<file path="src/rtl/pen_filter.sv">
// pen_filter: cleans up raw IR-blob camera coordinates for the drawing stage.
//   - Drops "no blob" samples (x or y >= 1023).
//   - Smooths hits with a 2^LOG2_AVG-deep moving average per axis.
//   - Tracks pen-up/pen-down: MISS_LIMIT consecutive misses lift the pen.
//   - Presents each averaged hit on a valid/ready holding register, two
//     cycles after the in_valid strobe. A result that overwrites an
//     unaccepted one sets the sticky overrun flag.
// Optional feature: define PEN_JUMP_REJECT_EN to treat a hit that lies more
//   than JUMP_MAX from the current average (on either axis) as a miss.
// Ports:
//   clk        system clock
//   reset      asynchronous active-low reset
//   in_valid   one-cycle strobe, x/y carry a camera sample
//   x, y       raw camera coordinates (11 bits)
//   out_valid  holding register holds a filtered sample
//   out_ready  consumer accepts when out_valid & out_ready
//   out_x/y    averaged coordinates (10 bits)
//   pen_down   1 while a blob is being tracked
//   overrun    sticky, an unaccepted result was overwritten
module pen_filter #(
    parameter int unsigned LOG2_AVG   = 2,
    parameter int unsigned MISS_LIMIT = 4,
    parameter int unsigned JUMP_MAX   = 64
) (
    input  logic        clk,
    input  logic        reset,
    input  logic        in_valid,
    input  logic [10:0] x,
    input  logic [10:0] y,
    output logic        out_valid,
    input  logic        out_ready,
    output logic [9:0]  out_x,
    output logic [9:0]  out_y,
    output logic        pen_down,
    output logic        overrun
);

    localparam int unsigned DEPTH = 1 << LOG2_AVG;
    localparam int unsigned SW    = 10 + LOG2_AVG;
    localparam int unsigned PW    = LOG2_AVG;
    localparam int unsigned CW    = 4;
    localparam logic [10:0] NO_BLOB = 11'd1023;

    typedef enum logic {
        ST_UP   = 1'b0,
        ST_DOWN = 1'b1
    } state_t;

    state_t          state_q, state_d;
    logic [CW-1:0]   miss_cnt_q, miss_cnt_d;
    logic [PW-1:0]   ptr_q, ptr_d;
    logic [SW-1:0]   sum_x_q, sum_x_d;
    logic [SW-1:0]   sum_y_q, sum_y_d;
    logic [9:0]      win_x_q [DEPTH];
    logic [9:0]      win_x_d [DEPTH];
    logic [9:0]      win_y_q [DEPTH];
    logic [9:0]      win_y_d [DEPTH];
    logic            res_vld_q, res_vld_d;
    logic            pen_down_q, pen_down_d;
    logic            out_valid_q, out_valid_d;
    logic [9:0]      out_x_q, out_x_d;
    logic [9:0]      out_y_q, out_y_d;
    logic            overrun_q, overrun_d;

    logic            blob_c;
    logic            jump_c;
    logic            hit_c;
    logic            miss_c;
    logic [9:0]      smp_x_c;
    logic [9:0]      smp_y_c;

    // Sample classification: only the low 10 bits carry a valid coordinate.
    assign smp_x_c = x[9:0];
    assign smp_y_c = y[9:0];
    assign blob_c  = (x < NO_BLOB) && (y < NO_BLOB);

`ifdef PEN_JUMP_REJECT_EN
    logic [9:0] avg_x_c, avg_y_c;
    logic [9:0] dx_c, dy_c;

    // Distance from the current window average; only meaningful while tracking.
    always_comb begin
        avg_x_c = 10'(sum_x_q >> LOG2_AVG);
        avg_y_c = 10'(sum_y_q >> LOG2_AVG);
        dx_c    = (smp_x_c > avg_x_c) ? (smp_x_c - avg_x_c) : (avg_x_c - smp_x_c);
        dy_c    = (smp_y_c > avg_y_c) ? (smp_y_c - avg_y_c) : (avg_y_c - smp_y_c);
        jump_c  = (state_q == ST_DOWN) &&
                  (({1'b0, dx_c} > 11'(JUMP_MAX)) || ({1'b0, dy_c} > 11'(JUMP_MAX)));
    end
`else
    logic [31:0] unused_jump_max;

    assign unused_jump_max = 32'(JUMP_MAX);
    assign jump_c          = 1'b0;
`endif

    assign hit_c  = in_valid && blob_c && !jump_c;
    assign miss_c = in_valid && !hit_c;

    // State register.
    always_ff @(posedge clk or negedge reset) begin
        if (!reset) begin
            state_q <= ST_UP;
        end else begin
            state_q <= state_d;
        end
    end

    // Next-state, window and running-sum update (stage 1).
    always_comb begin
        state_d    = state_q;
        miss_cnt_d = miss_cnt_q;
        ptr_d      = ptr_q;
        sum_x_d    = sum_x_q;
        sum_y_d    = sum_y_q;
        win_x_d    = win_x_q;
        win_y_d    = win_y_q;
        res_vld_d  = 1'b0;

        case (state_q)
            ST_UP: begin
                // First hit pre-fills the whole window so the average starts exact.
                if (hit_c) begin
                    for (int unsigned i = 0; i < DEPTH; i++) begin
                        win_x_d[PW'(i)] = smp_x_c;
                        win_y_d[PW'(i)] = smp_y_c;
                    end
                    sum_x_d    = SW'(smp_x_c) << LOG2_AVG;
                    sum_y_d    = SW'(smp_y_c) << LOG2_AVG;
                    ptr_d      = '0;
                    miss_cnt_d = '0;
                    res_vld_d  = 1'b1;
                    state_d    = ST_DOWN;
                end
            end
            ST_DOWN: begin
                if (hit_c) begin
                    // ptr_q always points at the oldest slot.
                    win_x_d[ptr_q] = smp_x_c;
                    win_y_d[ptr_q] = smp_y_c;
                    sum_x_d    = sum_x_q + SW'(smp_x_c) - SW'(win_x_q[ptr_q]);
                    sum_y_d    = sum_y_q + SW'(smp_y_c) - SW'(win_y_q[ptr_q]);
                    ptr_d      = ptr_q + PW'(1);
                    miss_cnt_d = '0;
                    res_vld_d  = 1'b1;
                end else if (miss_c) begin
                    if (miss_cnt_q == CW'(MISS_LIMIT - 1)) begin
                        miss_cnt_d = '0;
                        state_d    = ST_UP;
                    end else begin
                        miss_cnt_d = miss_cnt_q + CW'(1);
                    end
                end
            end
            default: begin
                state_d = ST_UP;
            end
        endcase

        pen_down_d = (state_d == ST_DOWN);
    end

    // Output holding register (stage 2).
    always_comb begin
        out_valid_d = out_valid_q;
        out_x_d     = out_x_q;
        out_y_d     = out_y_q;
        overrun_d   = overrun_q;

        if (out_valid_q && out_ready) begin
            out_valid_d = 1'b0;
        end
        // A new result wins over a same-cycle transfer clear.
        if (res_vld_q) begin
            out_valid_d = 1'b1;
            out_x_d     = 10'(sum_x_q >> LOG2_AVG);
            out_y_d     = 10'(sum_y_q >> LOG2_AVG);
            if (out_valid_q && !out_ready) begin
                overrun_d = 1'b1;
            end
        end
    end

    // Datapath registers.
    always_ff @(posedge clk or negedge reset) begin
        if (!reset) begin
            miss_cnt_q  <= '0;
            ptr_q       <= '0;
            sum_x_q     <= '0;
            sum_y_q     <= '0;
            win_x_q     <= '{default: '0};
            win_y_q     <= '{default: '0};
            res_vld_q   <= 1'b0;
            pen_down_q  <= 1'b0;
            out_valid_q <= 1'b0;
            out_x_q     <= '0;
            out_y_q     <= '0;
            overrun_q   <= 1'b0;
        end else begin
            miss_cnt_q  <= miss_cnt_d;
            ptr_q       <= ptr_d;
            sum_x_q     <= sum_x_d;
            sum_y_q     <= sum_y_d;
            win_x_q     <= win_x_d;
            win_y_q     <= win_y_d;
            res_vld_q   <= res_vld_d;
            pen_down_q  <= pen_down_d;
            out_valid_q <= out_valid_d;
            out_x_q     <= out_x_d;
            out_y_q     <= out_y_d;
            overrun_q   <= overrun_d;
        end
    end

    assign out_valid = out_valid_q;
    assign out_x     = out_x_q;
    assign out_y     = out_y_q;
    assign pen_down  = pen_down_q;
    assign overrun   = overrun_q;

endmodule
</file>
<file path="config.mk">
export PLATFORM = sky130hd
export DESIGN_NAME = pen_filter
export DESIGN_NICKNAME = d
export VERILOG_FILES = /design/src/rtl/pen_filter.sv
export SDC_FILE = /design/constraint.sdc
export NUM_CORES = 1
export LEC_CHECK = 0
export BUFFER_PORTS_ARGS = -buffer_cell sky130_fd_sc_hd__buf_2
export CAP_MARGIN = 25
export CORE_AREA = 2 2 133 135
export DETAILED_ROUTE_END_ITERATION = 12
export DIE_AREA = 0 0 135 137
export SYNTH_ARGS = -nofsm -noshare
export SYNTH_HDL_FRONTEND = slang
export SYNTH_SLANG_ARGS = --single-unit
export TNS_END_PERCENT = 10
</file>
<file path="constraint.sdc">
create_clock -name clk -period 7.25 [get_ports clk]
set_input_delay 0.3625 -clock clk [delete_from_list [all_inputs] [get_ports clk]]
set_output_delay 0.3625 -clock clk [all_outputs]
set_load 0.02 [all_outputs]
</file>
==> results of run 1 <==
==> how the worst max path moves through the flow <==
stage | startpoint | end | slack (ps) | cells after the start
after floorplan | ptr_q[0] | sum_y_q[8] | 3770 | 11
after global placement | ptr_q[0] | sum_x_q[8] | 3380 | 11
after detailed placement | ptr_q[0] | sum_y_q[11] | 3320 | 11
after CTS | ptr_q[0] | sum_x_q[11] | 3280 | 11
after global routing | ptr_q[0] | sum_y_q[8] | 3050 | 11
final | ptr_q[0] | sum_x_q[11] | 3300 | 11
==> routing by layer <==
layer	GRT usage, %	part of all wire [%]	vias to the layer above
met3	4.93	4.6	18
met1	25.8	47	2539
met2	29.9	47	88
met5	0	0	-
met4	6.13	1.3	0
li1	-	-	2297
==> repair_timing <==
action,4_1_cts,5_1_grt
endpoints found under the setup margin,0,0
hold endpoints to repair,51,0
hold buffers,1,0
==> worst max-delay path, stage by stage (launching register included) <==
cell,delay [ps]
dfrtp_1,560
buf_4,410
mux4_2,570
fa_1,550
inv_1,60
ha_1,310
a211oi_1,410
o211ai_1,240
nand3_1,130
a21oi_1,90
or4_1,460
nand3_1,80
==> cell usage in the layout (no fill, tap or decap), types with 25 or more instances in the layout <==
cell type / n
buf_2: 47
nand2_1: 25
mux2_2: 83
a21oi_1: 31
dfrtp_1: 134
ha_1: 29
inv_1: 90
==> stage by stage <==
stage          instance area [um^2]  hold WS (ps)  worst slack [ps]  utilization [%]
2_1_floorplan                  7540          66.9              3770                -
3_3_place_gp                   7940           336              3380             46.5
3_5_place_dp                   7940           341              3320             46.5
4_1_cts                        8460           207              3280             49.6
5_1_grt                        8540           232              3050             50.1
6_report                       8540           224              3300             50.1
==> final cells by class <==
cell class / count / area, um^2
clock inverter: 9 / 56.3
inverter: 91 / 342
multi-input combinational: 380 / 3680
clock buffer: 21 / 460
sequential: 134 / 3350
tap: 225 / 282
fill: 1554 / 8520
timing repair buffer: 57 / 364
==> kinds of logic after synthesis <==
logic type	synth area share, %
DFF	44.5
muxes	22.9
buffers and inverters	6.69
AOI/OAI and AO/OA	8.15
and+or+nand+nor	6.99
adders and majority gates	10.1
xor gates and xnor gates	0.697
==> flip-flops by register name, indices dropped and copies added, names as in the netlist, 2 cells and up <==
name,count
win_y_q,40
out_x,10
win_x_q,40
out_y,10
sum_y_q,12
ptr_q,2
sum_x_q,12
miss_cnt_q,4
==> summary.txt, run 1 <==
Run status
  – Status: complete, no violations

Synth
  – Cell variety after synth: 50
  – Synth Flop Type: dfrtp_1
  – Synth warn: 0
  – Most common cell in the netlist: dfrtp_1
  – Syn Area/Cell: 12.0 um^2
  – Leading area contributor after synthesis: dfrtp_1
  – Number of enable flip-flop cells after synthesis: 0
  – Flops & latches, synth: approximately 130
  – Syn nets: between 700 and 800
  – Register area share after synthesis: about 44%
  – Syn Inst Count: between 600 and 700
  – Dominant cells by area after synthesis: dfrtp_1, mux2_2, mux4_2
  – Mapped Area: between 7000 and 8000 um^2
  – Yosys top cell area share: 44.5%
  – Ys async rst share: between 90% and 100%
  – Most instantiated cells after synthesis: dfrtp_1, inv_1, mux2_2, a21oi_1, ha_1

Min path
  – Worst hold stages: 3
  – Hold path start: out_ready
  – Hold EP: out_valid
  – Worst hold path type: input pin to flop

Drt
  – DRT antenna net count: 0
  – Routed len/inst: 17.6 um
  – Routed WL: between 15000 and 20000 um
  – Via Count: just under 5000
  – Drt initial violations: around 300
  – DR pass1 iterations: 5
  – Drc violations: 0
  – Drt via density: 5.39

Placed design
  – Routability Congestion: a little under 0.8
  – # placed instances: just under 900
  – Detailed-placement wirelength estimate: 11100 um
  – PortBufs: between 40 and 50

Clock network
  – Worst skew pair latency: approximately 430 ps
  – CTS resizes: 0
  – TritonCTS buffer count: 17
  – Post-CTS setup buffers: 0
  – Max clock buf depth: 2
  – Clk slew on worst S/H paths: around 60 ps
  – Clock root cell: clkbuf_16
  – CTS sink count: around 130
  – CTS tree: yes
  – H-tree levels: 4

Finish
  – Share of cells above drive strength 1: between 30% and 40%
  – Area delta synth->final: 13.3%
  – Ant diodes: 0
  – Nets: about 760
  – Finished Layout Cells: roughly 900

Setup path
  – Startpoint types: flop
  – Arrival @ worst endpoint: between 4000 and 5000 ps
  – CP max FO: 18
  – Setup CP Type: flop to flop
  – Worst Path Required: 7610 ps
  – Reg2reg start: ptr_q[0]
  – R2R Setup Slk: 3300 ps
  – FF-to-FF path depth: 11
  – RR Endpoint: sum_x_q[11]
  – Critical path capture point type: flop

Global routing
  – First-pass GRT wire length: about 27000 um
  – Largest net degree at the start of global routing: 84
  – Grt total ovfl: 0
  – Vias in the first global route: slightly above 5000
  – Initial antenna violation count: 0
  – GRT Resource Usage Total: around a fifth

STA
  – Setup violators final: 0
  – Max Slew Vio Count: 0
  – Worst Max-Slew Pin Slew: around 1000 ps
  – Tmin final: 3950 ps
  – Final period utilization: 54.4%
  – Hold Vio Cnt, Final: 0
  – Worst Skew: 8.34 ps
  – RSZ-0062 raised after global routing: false
  – Setup TNS: 0 ps
  – Achievable frequency: between 0.2 and 0.3 GHz
  – Worst slew margin: a little under a third

Die
  – Full die area: between 15000 and 20000 um^2
  – Initial Util: 44.2%
  – # IOs: slightly below 50
  – Row cnt: 48
  – Die width: approximately 140 um
  – Die Ht: approximately 140 um
  – Core area: around 17000 um^2

Flow run
  – MaxCap Viol Count: 0
Power of run 1 is not shown: default switching activity piles up to over one toggle a cycle in this logic, so the estimate is an artifact.
==> inputs of run 2 (changes only) <==
Settings changed: ABC_AREA from default to 1, CORE_AREA 2 2 133 135 to 2 2 139 141, DIE_AREA 0 0 135 137 to 0 0 141 143.
Clock period 7.25 ns to 3.4 ns, I/O delays scaled along.
==> run 2 against run 1 <==
- wire length is 30% higher
- critical path depth increased by 3
- sequential share of layout area shrank 2.4 points
- global-route usage grew 3.4 points
- synthesized area rose by 9.1%
- cell area increased by 6.6%
- core utilization is 1.1 points lower
==> summary.txt, run 2 <==
Run status
  – Status: complete, no violations

Flow run
  – MaxCap Viol Count: 0 (unchanged)

Clock network
  – Max clock buf depth: 2 (unchanged)
  – TritonCTS buffer count: 17 (unchanged)
  – Clk slew on worst S/H paths: 60 ps (about the same)
  – H-tree levels: 4 (unchanged)
  – CTS sink count: 134 (unchanged)
  – Worst skew pair latency: 430 ps (about the same)
  – CTS tree: yes
  – Clock root cell: clkbuf_16

Synth
  – Register area share after synthesis: 40.8% (-3.7 points)
  – Number of enable flip-flop cells after synthesis: 0 (unchanged)
  – Mapped Area: 8230 um^2 (+9.1%)
  – Most instantiated cells after synthesis: nand2_1, nand3_1, inv_1, dfrtp_1, nor2_1
  – Yosys top cell area share: 40.8% (-3.7 points)
  – Synth Flop Type: dfrtp_1
  – Dominant cells by area after synthesis: dfrtp_1, nand2_1, nand3_1
  – Leading area contributor after synthesis: dfrtp_1
  – Flops & latches, synth: 134 (unchanged)
  – Synth warn: 0 (unchanged)
  – Cell variety after synth: 30 (-40%)
  – Ys async rst share: 100% (unchanged)
  – Syn Inst Count: 1083 (+72%)
  – Syn Area/Cell: 7.60 um^2 (-37%)
  – Most common cell in the netlist: nand2_1
  – Syn nets: 1158 (+64%)

Setup path
  – CP max FO: 28 (+10)
  – Critical path capture point type: flop
  – Worst Path Required: 3690 ps (-3920 ps)
  – Arrival @ worst endpoint: 3200 ps (-1100 ps)
  – Startpoint types: flop
  – Setup CP Type: flop to flop

Die
  – Die width: 141 um (+4.4%)
  – Full die area: 20200 um^2 (+9.0%)
  – Die Ht: 143 um (+4.4%)
  – # IOs: 49 (unchanged)
  – Row cnt: 50 (+4.2%)
  – Core area: 18600 um^2 (+8.9%)
  – Initial Util: 44.3% (+0.071 points)

Finish
  – Area delta synth->final: 10.7%
  – Commonest non-fill, non-tap cells in the layout: nand2_1, nand3_1, inv_1
  – Nets: 1190 (+57%)
  – Post-Route Utilization: 49.0% (-1.1 points)
  – Biggest regs: win_x_q: 40 flops, win_y_q: 40 flops
  – Finished Layout Cells: 1363 (+49%)
  – Commonest non-fill, non-tap cell in the layout: nand2_1
  – Share of cells above drive strength 1: 10.9% (-20 points)

Drt
  – Routed len/inst: 15.5 um (-12%)
  – Via Count: 6943 (+40%)
  – DRT antenna net count: 0 (unchanged)
  – Drt initial violations: 588 (+93%)
  – Drt via density: 5.09 (-5.5%)
  – Drc violations: 0 (unchanged)
  – DR pass1 iterations: 5 (unchanged)
  – Routed WL: 21100 um (+30%)

STA
  – Worst slew margin: 46.2% (+16 points)
  – Setup TNS: 0 ps (unchanged)
  – Achievable frequency: 0.343 GHz (+35%)
  – Final period utilization: 85.7% (+31 points)
  – Final setup margin: 487 ps (-2820 ps)
  – Hold Vio Cnt, Final: 0 (unchanged)
  – Max Slew Vio Count: 0 (unchanged)
  – Worst Max-Slew Pin Slew: 807 ps (-234 ps)
  – Setup violators final: 0 (unchanged)
  – RSZ-0062 raised after global routing: false
  – Tmin final: 2910 ps (-1030 ps)
  – Worst Skew: 12.0 ps (+3.61 ps)

Global routing
  – GR Util met2: 34.2% (+4.3 points)
  – First-pass GRT wire length: 35300 um (+32%)
  – GRT Resource Usage Total: 22.5% (+3.4 points)
  – Grt total ovfl: 0 (unchanged)
  – GR Layer Usage met3: 4.49% (-0.43 points)
  – Vias in the first global route: 6618 (+29%)
  – Met1 usage: 33.0% (+7.1 points)
  – Initial antenna violation count: 1 (+1)
  – GR peak layer: met2
  – Largest net degree at the start of global routing: 86 (+2.4%)

Placed design
  – PortBufs: 48 (unchanged)
  – Detailed-placement wirelength estimate: 14000 um (+26%)
  – Routability Congestion: 0.826 (+5.4%)
  – Pre-CTS WS: 511 ps (-2810 ps)
  – # placed instances: 1327 (+50%)

Min path
  – Worst hold path type: input pin to flop
==> run 2: cell types whose count changed in the layout (fill, tap and decap cells not counted), sizes merged, moves of 16 or more <==
cell,before,now
nand3,10,143
mux2,104,0
inv,91,141
nand2,26,352
nor2,20,74
o22ai,4,20
a21oi,31,12
mux4,20,0
o21ai,24,78
==> run 2: final cells by class <==
class / count / area (um^2)
flip-flops and latches: 134 / 3350
diodes: 1 / 2.50
fillers: 1923 / 9480
inverters: 141 / 529
clock buffers: 20 / 457
multi-input cells: 757 / 3990
repair buffers: 64 / 404
clock inverters: 12 / 80.1
well taps: 234 / 293
==> run 2: stage by stage <==
stage	hold slack [ps]	cell area (um^2)
6_report	59.1	9100
4_1_cts	39.1	9090
5_1_grt	56.4	9100
2_1_floorplan	-126	8230
3_3_place_gp	298	8530
3_5_place_dp	297	8530
==> run 2: cell families after synthesis <==
| family | Yosys count | share of synthesized area (%) |
|---|---|---|
| compound gates | 113 | 7.86 |
| simple gates | 589 | 30.7 |
| buf+inv | 192 | 10.8 |
| flops | 134 | 40.8 |
| xor+xnor | 6 | 0.639 |
| fa+ha+maj | 49 | 9.28 |
==> run 2: worst paths after layout <==
| path | endpoint | slack, ps | depth (start not counted) | startpoint |
|---|---|---|---|---|
| min reg2reg | overrun | 460 | 2 | overrun |
| min in group asynchronous | win_y_q[27] | 390 | 2 | reset |
| max in group asynchronous | out_x[4] | 2240 | 3 | reset |
| min | win_x_q[31] | 60 | 3 | x[1] |
| max reg2reg | sum_y_q[3] | 490 | 14 | ptr_q[0] |
| max | sum_y_q[3] | 490 | 14 | ptr_q[0] |
==> run 2: timing repair <==
action                                 CTS  global route
hold buffers                             2             0
setup buffers                            0             0
endpoints found under the hold margin   86             0
resized for setup                        0             0
setup endpoints to repair                0             0
==> run 2: critical path, cell delays in order (launching register included) <==
cell     delay, ps
dfrtp_1        390
inv_1           70
buf_4          290
nor2_1          80
o22ai_1        270
fa_1           460
inv_1           70
ha_1           290
nand2_1        110
nand3_1        160
or2_2          310
nand3_1         60
o21ai_0         80
nand2_1         90
o21ai_2         60
==> run 2: per-layer routing <==
metal	vias up	part of all wire, %
li1	3502	-
met3	23	4.4
met2	146	45
met4	0	1.0
met1	3272	50
met5	-	0
Power of run 2 is left out for the same reason.
